<file path="src/rtl/dm_pkg.sv">
// Shared opcodes, FSM encoding and opcode helpers for the data-memory arbiter.
package dm_pkg;

  localparam logic [5:0] OP_LW  = 6'b100011;
  localparam logic [5:0] OP_LB  = 6'b100000;
  localparam logic [5:0] OP_LBU = 6'b100100;
  localparam logic [5:0] OP_SW  = 6'b101011;
  localparam logic [5:0] OP_SB  = 6'b101000;

  typedef enum logic [1:0] {
    ST_IDLE   = 2'd0,
    ST_ACCESS = 2'd1,
    ST_RESP   = 2'd2
  } state_t;

  function automatic logic is_store(input logic [5:0] op);
    return (op == OP_SW) || (op == OP_SB);
  endfunction

  function automatic logic is_load(input logic [5:0] op);
    return (op == OP_LW) || (op == OP_LB) || (op == OP_LBU);
  endfunction

endpackage

</file>
<file path="src/rtl/rr_arb2.sv">
// Two-way round-robin picker: on a tie the master that did not own the last access wins.
module rr_arb2 (
  input  logic [1:0] i_req,
  input  logic       i_last_owner,
  output logic       o_valid,
  output logic       o_winner
);

  assign o_valid  = |i_req;
  assign o_winner = (&i_req) ? ~i_last_owner : i_req[1];

endmodule

</file>
<file path="src/rtl/dm_arbiter.sv">
// Two-master sequencer in front of the data memory: one access per grant, registered response.
//   state  | meaning
//   IDLE   | no access in flight, arbitrate each cycle
//   ACCESS | latched request drives the memory for one cycle
//   RESP   | response to owner; arbitration for the next access runs in parallel
module dm_arbiter
  import dm_pkg::*;
#(
  parameter int ADDR_W = 12,
  parameter int DATA_W = 32,
  parameter int OP_W   = 6
) (
  input  logic              clk,
  input  logic              rst,
  input  logic              m0_req,
  input  logic [ADDR_W-1:0] m0_addr,
  input  logic [DATA_W-1:0] m0_wdata,
  input  logic [OP_W-1:0]   m0_op,
  output logic              m0_gnt,
  output logic              m0_rvalid,
  output logic [DATA_W-1:0] m0_rdata,
  output logic              m0_err,
  input  logic              m1_req,
  input  logic [ADDR_W-1:0] m1_addr,
  input  logic [DATA_W-1:0] m1_wdata,
  input  logic [OP_W-1:0]   m1_op,
  output logic              m1_gnt,
  output logic              m1_rvalid,
  output logic [DATA_W-1:0] m1_rdata,
  output logic              m1_err,
  output logic [ADDR_W-1:0] mem_addr,
  output logic [DATA_W-1:0] mem_din,
  output logic              mem_wr,
  output logic [OP_W-1:0]   mem_op,
  input  logic [DATA_W-1:0] mem_dout
);

  state_t              r_state;
  logic                r_last;
  logic                r_owner;
  logic                r_err;
  logic [ADDR_W-1:0]   r_addr;
  logic [DATA_W-1:0]   r_wdata;
  logic [DATA_W-1:0]   r_rdata;
  logic [OP_W-1:0]     r_op;

  logic                w_valid;
  logic                w_winner;
  logic [ADDR_W-1:0]   w_addr;
  logic [DATA_W-1:0]   w_wdata;
  logic [OP_W-1:0]     w_op;
  logic                w_legal;
  logic                w_word;
  logic                w_err;
  logic                w_access;
  logic                w_resp;

  rr_arb2 u_rr_arb2 (
    .i_req        ({m1_req, m0_req}),
    .i_last_owner (r_last),
    .o_valid      (w_valid),
    .o_winner     (w_winner)
  );

  assign w_addr  = w_winner ? m1_addr  : m0_addr;
  assign w_wdata = w_winner ? m1_wdata : m0_wdata;
  assign w_op    = w_winner ? m1_op    : m0_op;

  assign w_legal = is_load(w_op) || is_store(w_op);
  assign w_word  = (w_op == OP_LW) || (w_op == OP_SW);
  assign w_err   = !w_legal || (w_word && (w_addr[1:0] != 2'b00));

  always_ff @(posedge clk or posedge rst) begin
    if (rst) begin
      r_state <= ST_IDLE;
      r_last  <= 1'b1;
      r_owner <= 1'b0;
      r_err   <= 1'b0;
      r_addr  <= '0;
      r_wdata <= '0;
      r_op    <= '0;
      r_rdata <= '0;
    end else begin
      case (r_state)
        ST_ACCESS: begin
          r_rdata <= (is_load(r_op) && !r_err) ? mem_dout : '0;
          r_state <= ST_RESP;
        end
        default: begin
          if (w_valid) begin
            r_owner <= w_winner;
            r_last  <= w_winner;
            r_addr  <= w_addr;
            r_wdata <= w_wdata;
            r_op    <= w_op;
            r_err   <= w_err;
            r_state <= ST_ACCESS;
          end else begin
            r_state <= ST_IDLE;
          end
        end
      endcase
    end
  end

  assign w_access = (r_state == ST_ACCESS);
  assign w_resp   = (r_state == ST_RESP);

  assign m0_gnt    = w_access & ~r_owner;
  assign m1_gnt    = w_access &  r_owner;
  assign m0_rvalid = w_resp & ~r_owner;
  assign m1_rvalid = w_resp &  r_owner;
  assign m0_rdata  = m0_rvalid ? r_rdata : '0;
  assign m1_rdata  = m1_rvalid ? r_rdata : '0;
  assign m0_err    = m0_rvalid & r_err;
  assign m1_err    = m1_rvalid & r_err;

  // Memory bus is forced to zero outside ACCESS so a write can only happen there.
  assign mem_addr = w_access ? r_addr  : '0;
  assign mem_din  = w_access ? r_wdata : '0;
  assign mem_op   = w_access ? r_op    : '0;
  assign mem_wr   = w_access & is_store(r_op) & ~r_err;

endmodule
</file>
<file path="config.mk">
export PLATFORM = sky130hd
export DESIGN_NAME = dm_arbiter
export DESIGN_NICKNAME = d
export VERILOG_FILES = /design/src/rtl/dm_pkg.sv /design/src/rtl/rr_arb2.sv /design/src/rtl/dm_arbiter.sv
export SDC_FILE = /design/constraint.sdc
export NUM_CORES = 1
export LEC_CHECK = 0
export ABC_AREA = 1
export ABC_CLOCK_PERIOD_IN_PS = 3000
export CAP_MARGIN = 40
export CORE_MARGIN = 2
export CORE_UTILIZATION = 35
export CTS_CLUSTER_DIAMETER = 40
export DETAILED_ROUTE_END_ITERATION = 6
export PLACE_DENSITY_LB_ADDON = 0.3
export SLEW_MARGIN = 20
export SYNTH_ARGS = -nofsm -noshare
export SYNTH_HDL_FRONTEND = slang
export SYNTH_SLANG_ARGS = --single-unit
</file>
<file path="constraint.sdc">
create_clock -name clk -period 3 [get_ports clk]
set_input_delay 0.9 -clock clk [delete_from_list [all_inputs] [get_ports clk]]
set_output_delay 0.9 -clock clk [all_outputs]
set_load 0.02 [all_outputs]
</file>
Word level (Yosys, flattened, before mapping)
Cells that the tools add are included.

Register bits after elaboration: 87. Input port bits: 136. Output and inout port bits: 121. Word-level logic and storage cells: 61.

Equality and inequality tests: 12. Muxes and demuxes: 12. Bitwise operators: 12. Reduce and logical (&&, ||, !) cells: 17.

Operators by type and width (number): $mux W32 (5); $eq A6 B6 Y1 const B (10); $mux W12 (2); $mux W6 (2); $logic_or A1 B1 Y1 (9); $and A1 B1 Y1 (8); $not A1 Y1 (4); $reduce_and A2 Y1 (2); $eq A2 B1 Y1 const B (1); $eq A2 B2 Y1 const B (1); $logic_and A1 B1 Y1 (2); $logic_not A1 Y1 (2); $mux W1 (2); $mux W2 (1); $reduce_bool A2 Y1 (1); $reduce_or A2 Y1 (1).

Logic depth before layout (Yosys ltp)
Gate-level depths: netlist (run 1).

Word-level depth: 9. Mapped depth: 9. Gate-level depth less buffers: 9.

By module
Synthesis (run 1) repeated with hierarchy kept, for this count alone.

Cells, all modules: 651. Area total of the unflattened synthesis: 4626.9 sq um.

Modules (own cells, without submodules): dm_arbiter (instances 1, cells each 648, area each 4611.9 sq um, sequential area each 2178.3 sq um); rr_arb2 (instances 1, cells each 3, area each 15.0 sq um, sequential area each 0.0 sq um).

Worst setup path after synthesis (run 1)
Ideal clock, no wire load.

Kind: flip-flop to output port. Start point: register r_owner. End point: output port m1_rdata[0]. Arrival time: 1.386 ns. Required time: 2.100 ns. Setup slack: 0.714 ns. Cell stages (with the launch flop): 6. Path buffers: 1. Cells stage by stage: dfrtp_1 -> inv_1 -> nor3_2 -> inv_2 -> buf_2 -> nor2_1.

Longest elaborated chain between the ends: 2.

Ends and longest elaborated chain: from (decl) (line dm_arbiter.sv:40) `logic r_owner;`; from (signal assigned) (line dm_arbiter.sv:91) `r_owner <= w_winner;`; $and A1 B1 Y1 (line dm_arbiter.sv:112) `assign m1_rvalid = w_resp & r_owner;`; net m1_rvalid (line dm_arbiter.sv:28) `output logic m1_rvalid,`; $mux W32 (line dm_arbiter.sv:114) `assign m1_rdata = m1_rvalid ? r_rdata : '0;`; to (decl) (line dm_arbiter.sv:29) `output logic [DATA_W-1:0] m1_rdata,`.

The timed path passes the listed nets, and every way through them passes these cells.

Worst setup path in the final report (run 1)
Start point: register r_state[0]. End point: output port mem_wr.

Longest elaborated chain between the ends: 3.

Ends and longest elaborated chain: from (decl) (line dm_arbiter.sv:38) `state_t r_state;`; from (signal assigned) (line dm_arbiter.sv:75) `r_state <= ST_IDLE;`; from (signal assigned) (line dm_arbiter.sv:87) `r_state <= ST_RESP;`; from (signal assigned) (line dm_arbiter.sv:97) `r_state <= ST_ACCESS;`; $eq A2 B1 Y1 (line dm_arbiter.sv:106) `assign w_access = (r_state == ST_ACCESS);`; $and A1 B1 Y1 (2 in series) (line dm_arbiter.sv:122) `assign mem_wr = w_access & is_store(r_op) & ~r_err;`; to (decl) (line dm_arbiter.sv:33) `output logic mem_wr,`.

Every way passes these cells.

==> results of run 1 <==
worst paths after layout:
| kind | slack (ns) | to | start | depth (start not counted) |
|---|---|---|---|---|
| hold reg to reg | 0.48 | r_last | r_last | 2 |
| setup / recovery | 0.09 | mem_wr | r_state[0] | 5 |
| setup reg to reg | 1.22 | r_err | r_last | 9 |
| max in group asynchronous | 1.57 | r_last | rst | 3 |
| min in group asynchronous | 1.03 | r_rdata[29] | rst | 3 |
| hold / removal | 0.48 | r_last | r_last | 2 |
state kept, by name (all words and copies together) (netlist names):
register / flops
r_addr: 12
r_err: 1
r_rdata: 32
r_owner: 1
r_wdata: 32
r_last: 1
r_state: 2
r_op: 6
critical path, cell delays in order, from the launching register on:
cell and delay [ns]:
dfrtp_1 0.41, inv_2 0.06, nor2_4 0.11, inv_4 0.12, a2111oi_2 0.32, clkdlybuf4s50_1 0.66
power by group through the flow:
stage	clock network (mW)	registers, mW	logic, mW
finish	1.05	1.68	2.48
global route	1.14	1.72	2.71
global placement	0	1.69	2.46
floorplan	0	1.67	1.60
CTS	1.07	1.69	2.48
detailed placement	0	1.70	2.47
cell type report:
cell class / count / area [um2]
repair buffers: 266 / 2750
inverters: 100 / 398
multi-input cells: 376 / 1750
fillers: 1192 / 5150
well taps: 172 / 215
clock buffers: 16 / 272
diodes: 1 / 2.50
flip-flops and latches: 87 / 2180
per-stage QoR:
| stage | area (um2) | cells | setup slack [ns] |
|---|---|---|---|
| after floorplan | 4580 | 604 | 0.714 |
| after global placement | 7200 | 1001 | 0.358 |
| after detailed placement | 7200 | 1001 | 0.296 |
| after CTS | 7470 | 1017 | 0.000580 |
| after global routing | 7570 | 1018 | -0.0348 |
| final | 7570 | 1018 | 0.0873 |
logic make-up after synthesis:
| group | Yosys count | share of synthesized area |
|---|---|---|
| AND/OR/NAND/NOR | 247 | 0.223 |
| AO/OA/AOI/OAI | 129 | 0.160 |
| flip-flops | 87 | 0.476 |
| buffers and inverters | 141 | 0.141 |
per-layer routing:
layer,vias up,routed length (um),GRT usage
li1,2376,-,-
met1,2135,6230,0.251
met2,197,6610,0.324
met3,18,1200,0.0541
met4,0,299,0.0766
met5,-,0,0
placed cells by master, fill, tap and decap left out, types with 2 or more instances in the layout:
cell             instances
buf_12                   3
buf_4                    7
clkbuf_1                 5
clkbuf_16                9
clkbuf_8                 2
clkdlybuf4s50_1        223
dfrtp_1                 86
dlymetal6s2s_1          32
inv_1                   91
inv_2                    5
inv_4                    2
nand2_1                 35
nand3_1                 39
nor2_1                 164
nor2_4                   2
nor3_2                   2
o21ai_0                 66
o21ai_1                 18
o22ai_1                 39
o22ai_2                  3
repair_timing:
| action | in CTS | in global routing |
|---|---|---|
| hold buffers | 0 | 0 |
| endpoints found under the setup margin | 17 | 68 |
| resized for setup | 2 | 38 |
==> flow_metrics.tcl, run 1 <==
set metrics [dict create \
    outcome "completed" \
    wl_per_cell_um 14.1 \
    cts.sinks 87 \
    synth_warnings 0 \
    skew_ns 0.00596 \
    fin_crit_ns 2.91 \
    cts_setup_buffers 0 \
    gp_congestion 0.807 \
    arrival_ns 2.01 \
    drt-pass1-iter-count 4 \
    finalCritPeriodShare 0.971 \
    p_sw_frac 0.398 \
    fin_util 0.595 \
    drive_above_1_share 0.0509 \
    synth.area.top_cells "dfrtp_1, nor2_1, inv_1" \
    grt_max_degree 88 \
    ys.flop_type "dfrtp_1" \
    fmax_ghz 0.343 \
    yosysMostFrequentCell "nor2_1" \
    netlist_area_um2 4580 \
    grt_usage 0.198 \
    dieHeight_um 118 \
    antenna_found_initial 1 \
    via_count 4726 \
    combPwrFrac 0.475 \
    synth_cells 604 \
    endpoint_kind "output port" \
    worstPathMaxFanout 20 \
    final_antenna_net_count 0 \
    clkTransAtPathRegs_ns 0.06 \
    dpl.hpwl_um 10400 \
    ys_seq_elements 87 \
    peakVddDrop_uv 466 \
    core_area_um2 12700 \
    clockBufferDepth 2 \
    die-area_um2 14000 \
    yosysTopAreaCellShare 0.470 \
    tightest_slew_ns 0.603 \
    via_per_inst 4.64 \
    synth.avg_cell_area_um2 7.58 \
    layout.nets 976 \
    hold_class "reg -> reg" \
    max_slew_margin 0.598 \
    ys_seq_area_frac 0.476 \
    area_growth_pct 65.4 \
    maxCapViolations 0 \
    rows 41 \
    setup_violations 0 \
    hold_viol_final 0 \
    finalPower_mw 5.21 \
    cellPowerDensity_nw_per_um2 688 \
    ys_types 27 \
    finalSetupTns_ns 0 \
    path_class "reg -> out" \
    worstPathRequired_ns 2.10 \
    clk-insertion-delay-late_ns 0.33 \
    hold_ws_ns 0.485 \
    yosys.area.top_type "dfrtp_1" \
    p_seq_frac 0.323 \
    initial_core_util 0.360 \
    power.internal_mw 3.14 \
    drv_slew 0 \
    power.switching_mw 2.07 \
    place.port_buffers 256 \
    cp-start-kind "flop" \
    wl_um 14300 \
    drt-initial-drc-count 301 \
    cts-htree-levels 3 \
    fp.dieW_um 118 \
    clock-root-buffer "clkbuf_16" \
    p_leak_nw 3.74 \
    overflow 0 \
    synth_edf_count 0 \
    grt_pass1_vias 4396 \
    drc 0 \
    pin_count 257 \
    power_frac_clock 0.202 \
    synthArstFlopShare 1.00 \
    syn_nets 740 \
    cts_tree "yes" \
    grt_pass1_wl_um 22300 \
    cts-buffers-inserted 9 \
    synthTopCellsByCount "nor2_1, inv_1, dfrtp_1, o21ai_0" \
]
Power figures use the tool's default switching activity.
==> inputs of run 2 (changes only) <==
- PLACE_DENSITY: default -> 0.74
- PLACE_DENSITY_LB_ADDON: 0.3 -> default
- SLEW_MARGIN: 20 -> default
==> run 2 against run 1 <==
Worst setup slack got worse by 0.017 ns. Power is 4.3% higher. Utilization up 0.53 points. Sequential cell count did not move. Clock skew about the same. Combinational power is essentially flat. Register-to-register slack worse by 0.05 ns. Highest routed layer unchanged.
==> flow_metrics.tcl, run 2 (synthesis results as in run 1) <==
set metrics [dict create \
    power_frac_clock 0.233 \
    fmax_ghz 0.341 \
    area_growth_pct 66.9 \
    path_class "reg -> out" \
    placed_cells 1003 \
    setup_ws_ns 0.0706 \
    hold_viol_final 0 \
    worstPathRequired_ns 2.10 \
    layout_common_cells "clkdlybuf4s50_1, nor2_1, inv_1" \
    dpl.hpwl_um 10600 \
    p_seq_frac 0.310 \
    power.internal_mw 3.36 \
    drv_slew 0 \
    drt-initial-drc-count 254 \
    cts-htree-levels 3 \
    worstPathMaxFanout 33 \
    core_area_um2 12700 \
    finalPower_mw 5.43 \
    grt_pass1_vias 4561 \
    p_leak_nw 3.66 \
    cts_resized 1 \
    finalNonFillerCells 1019 \
    combPwrFrac 0.457 \
    layout_commonest_cell "clkdlybuf4s50_1" \
    gp_congestion 0.776 \
    wl_per_cell_um 14.0 \
    tightest_slew_ns 0.586 \
    reg_top3 "r_rdata (32), r_wdata (32), r_addr (12)" \
    max_slew_margin 0.609 \
    pin_count 257 \
    p_sw_frac 0.382 \
    fp.dieW_um 118 \
    hold_class "reg -> reg" \
    grt_max_degree 88 \
    maxCapViolations 0 \
    rows 41 \
    cts-buffers-inserted 9 \
    die-area_um2 14000 \
    grt_usage 0.202 \
    drt-pass1-iter-count 4 \
    dieHeight_um 118 \
    clockBufferDepth 2 \
    cts_tree "yes" \
    cp-start-kind "flop" \
    drc 0 \
    initial_core_util 0.360 \
    outcome "completed" \
    via_count 4742 \
    cellPowerDensity_nw_per_um2 711 \
    overflow 0 \
    final_antenna_net_count 0 \
    wl_um 14300 \
    antenna_found_initial 0 \
    hold_buffers 0 \
    cts_setup_buffers 0 \
    skew_ns 0.00561 \
    pre_cts_ws_ns 0.329 \
    clock-root-buffer "clkbuf_16" \
    rsz0062_at_grt "true" \
    clk-insertion-delay-late_ns 0.33 \
    n_antenna_cell 0 \
    grt_pass1_wl_um 22900 \
    endpoint_kind "output port" \
    place.port_buffers 256 \
    finalSetupTns_ns 0 \
    peakVddDrop_uv 419 \
    clkTransAtPathRegs_ns 0.06 \
    setup_violations 0 \
    power.switching_mw 2.07 \
    drive_above_1_share 0.0602 \
    via_per_inst 4.65 \
    cts.sinks 87 \
    finalCritPeriodShare 0.976 \
    fin_crit_ns 2.93 \
    arrival_ns 2.03 \
    layout.nets 978 \
]
run 2: power groups by stage:
stage                     Sequential [mW]  Combinational [mW]  Clock (mW)
after floorplan                      1.67                1.60           0
after global placement               1.69                2.46           0
after detailed placement             1.70                2.48           0
after CTS                            1.68                2.49        1.30
after global routing                 1.72                2.73        1.35
final                                1.69                2.48        1.26
run 2: critical path, cell delays in order (launching register included):
cell and delay [ns]:
dfrtp_1 0.41, inv_1 0.11, nor3_2 0.19, bufinv_8 0.27
nor2_1 0.10, clkdlybuf4s50_1 0.61
run 2: metal layers:
layer | global-route usage | share of wire | routed length [um]
met5 | 0 | 0 | 0
met4 | 0.0565 | 0.011 | 163
met1 | 0.245 | 0.42 | 5960
met3 | 0.0772 | 0.10 | 1450
met2 | 0.334 | 0.47 | 6680
run 2: path summary, 6_finish.rpt:
check | startpoint | to | slack (ns) | cells past startpoint
worst max register to register | r_state[0] | r_op[3] | 1.17 | 8
worst min register to register | r_last | r_last | 0.48 | 2
worst min-delay path | r_last | r_last | 0.48 | 2
max in group asynchronous | rst | r_last | 1.56 | 3
worst max-delay path | r_owner | m1_rdata[9] | 0.07 | 5
min in group asynchronous | rst | r_rdata[28] | 1.04 | 3
run 2: layout make-up:
| class | instances | area [um2] |
|---|---|---|
| sequential | 87 | 2180 |
| timing repair buffer | 268 | 2750 |
| tap | 172 | 215 |
| clock buffer | 10 | 229 |
| fill | 1188 | 5080 |
| inverter | 100 | 398 |
| clock inverter | 6 | 109 |
| multi-input combinational | 376 | 1760 |
run 2: per-stage QoR:
stage                     area (um2)  hold WS, ns  utilization
after detailed placement        7210        0.466        0.567
after global placement          7210        0.468        0.567
final                           7640        0.475        0.601
after CTS                       7550        0.478        0.594
after global routing            7640        0.496        0.601
after floorplan                 4580        0.449            -
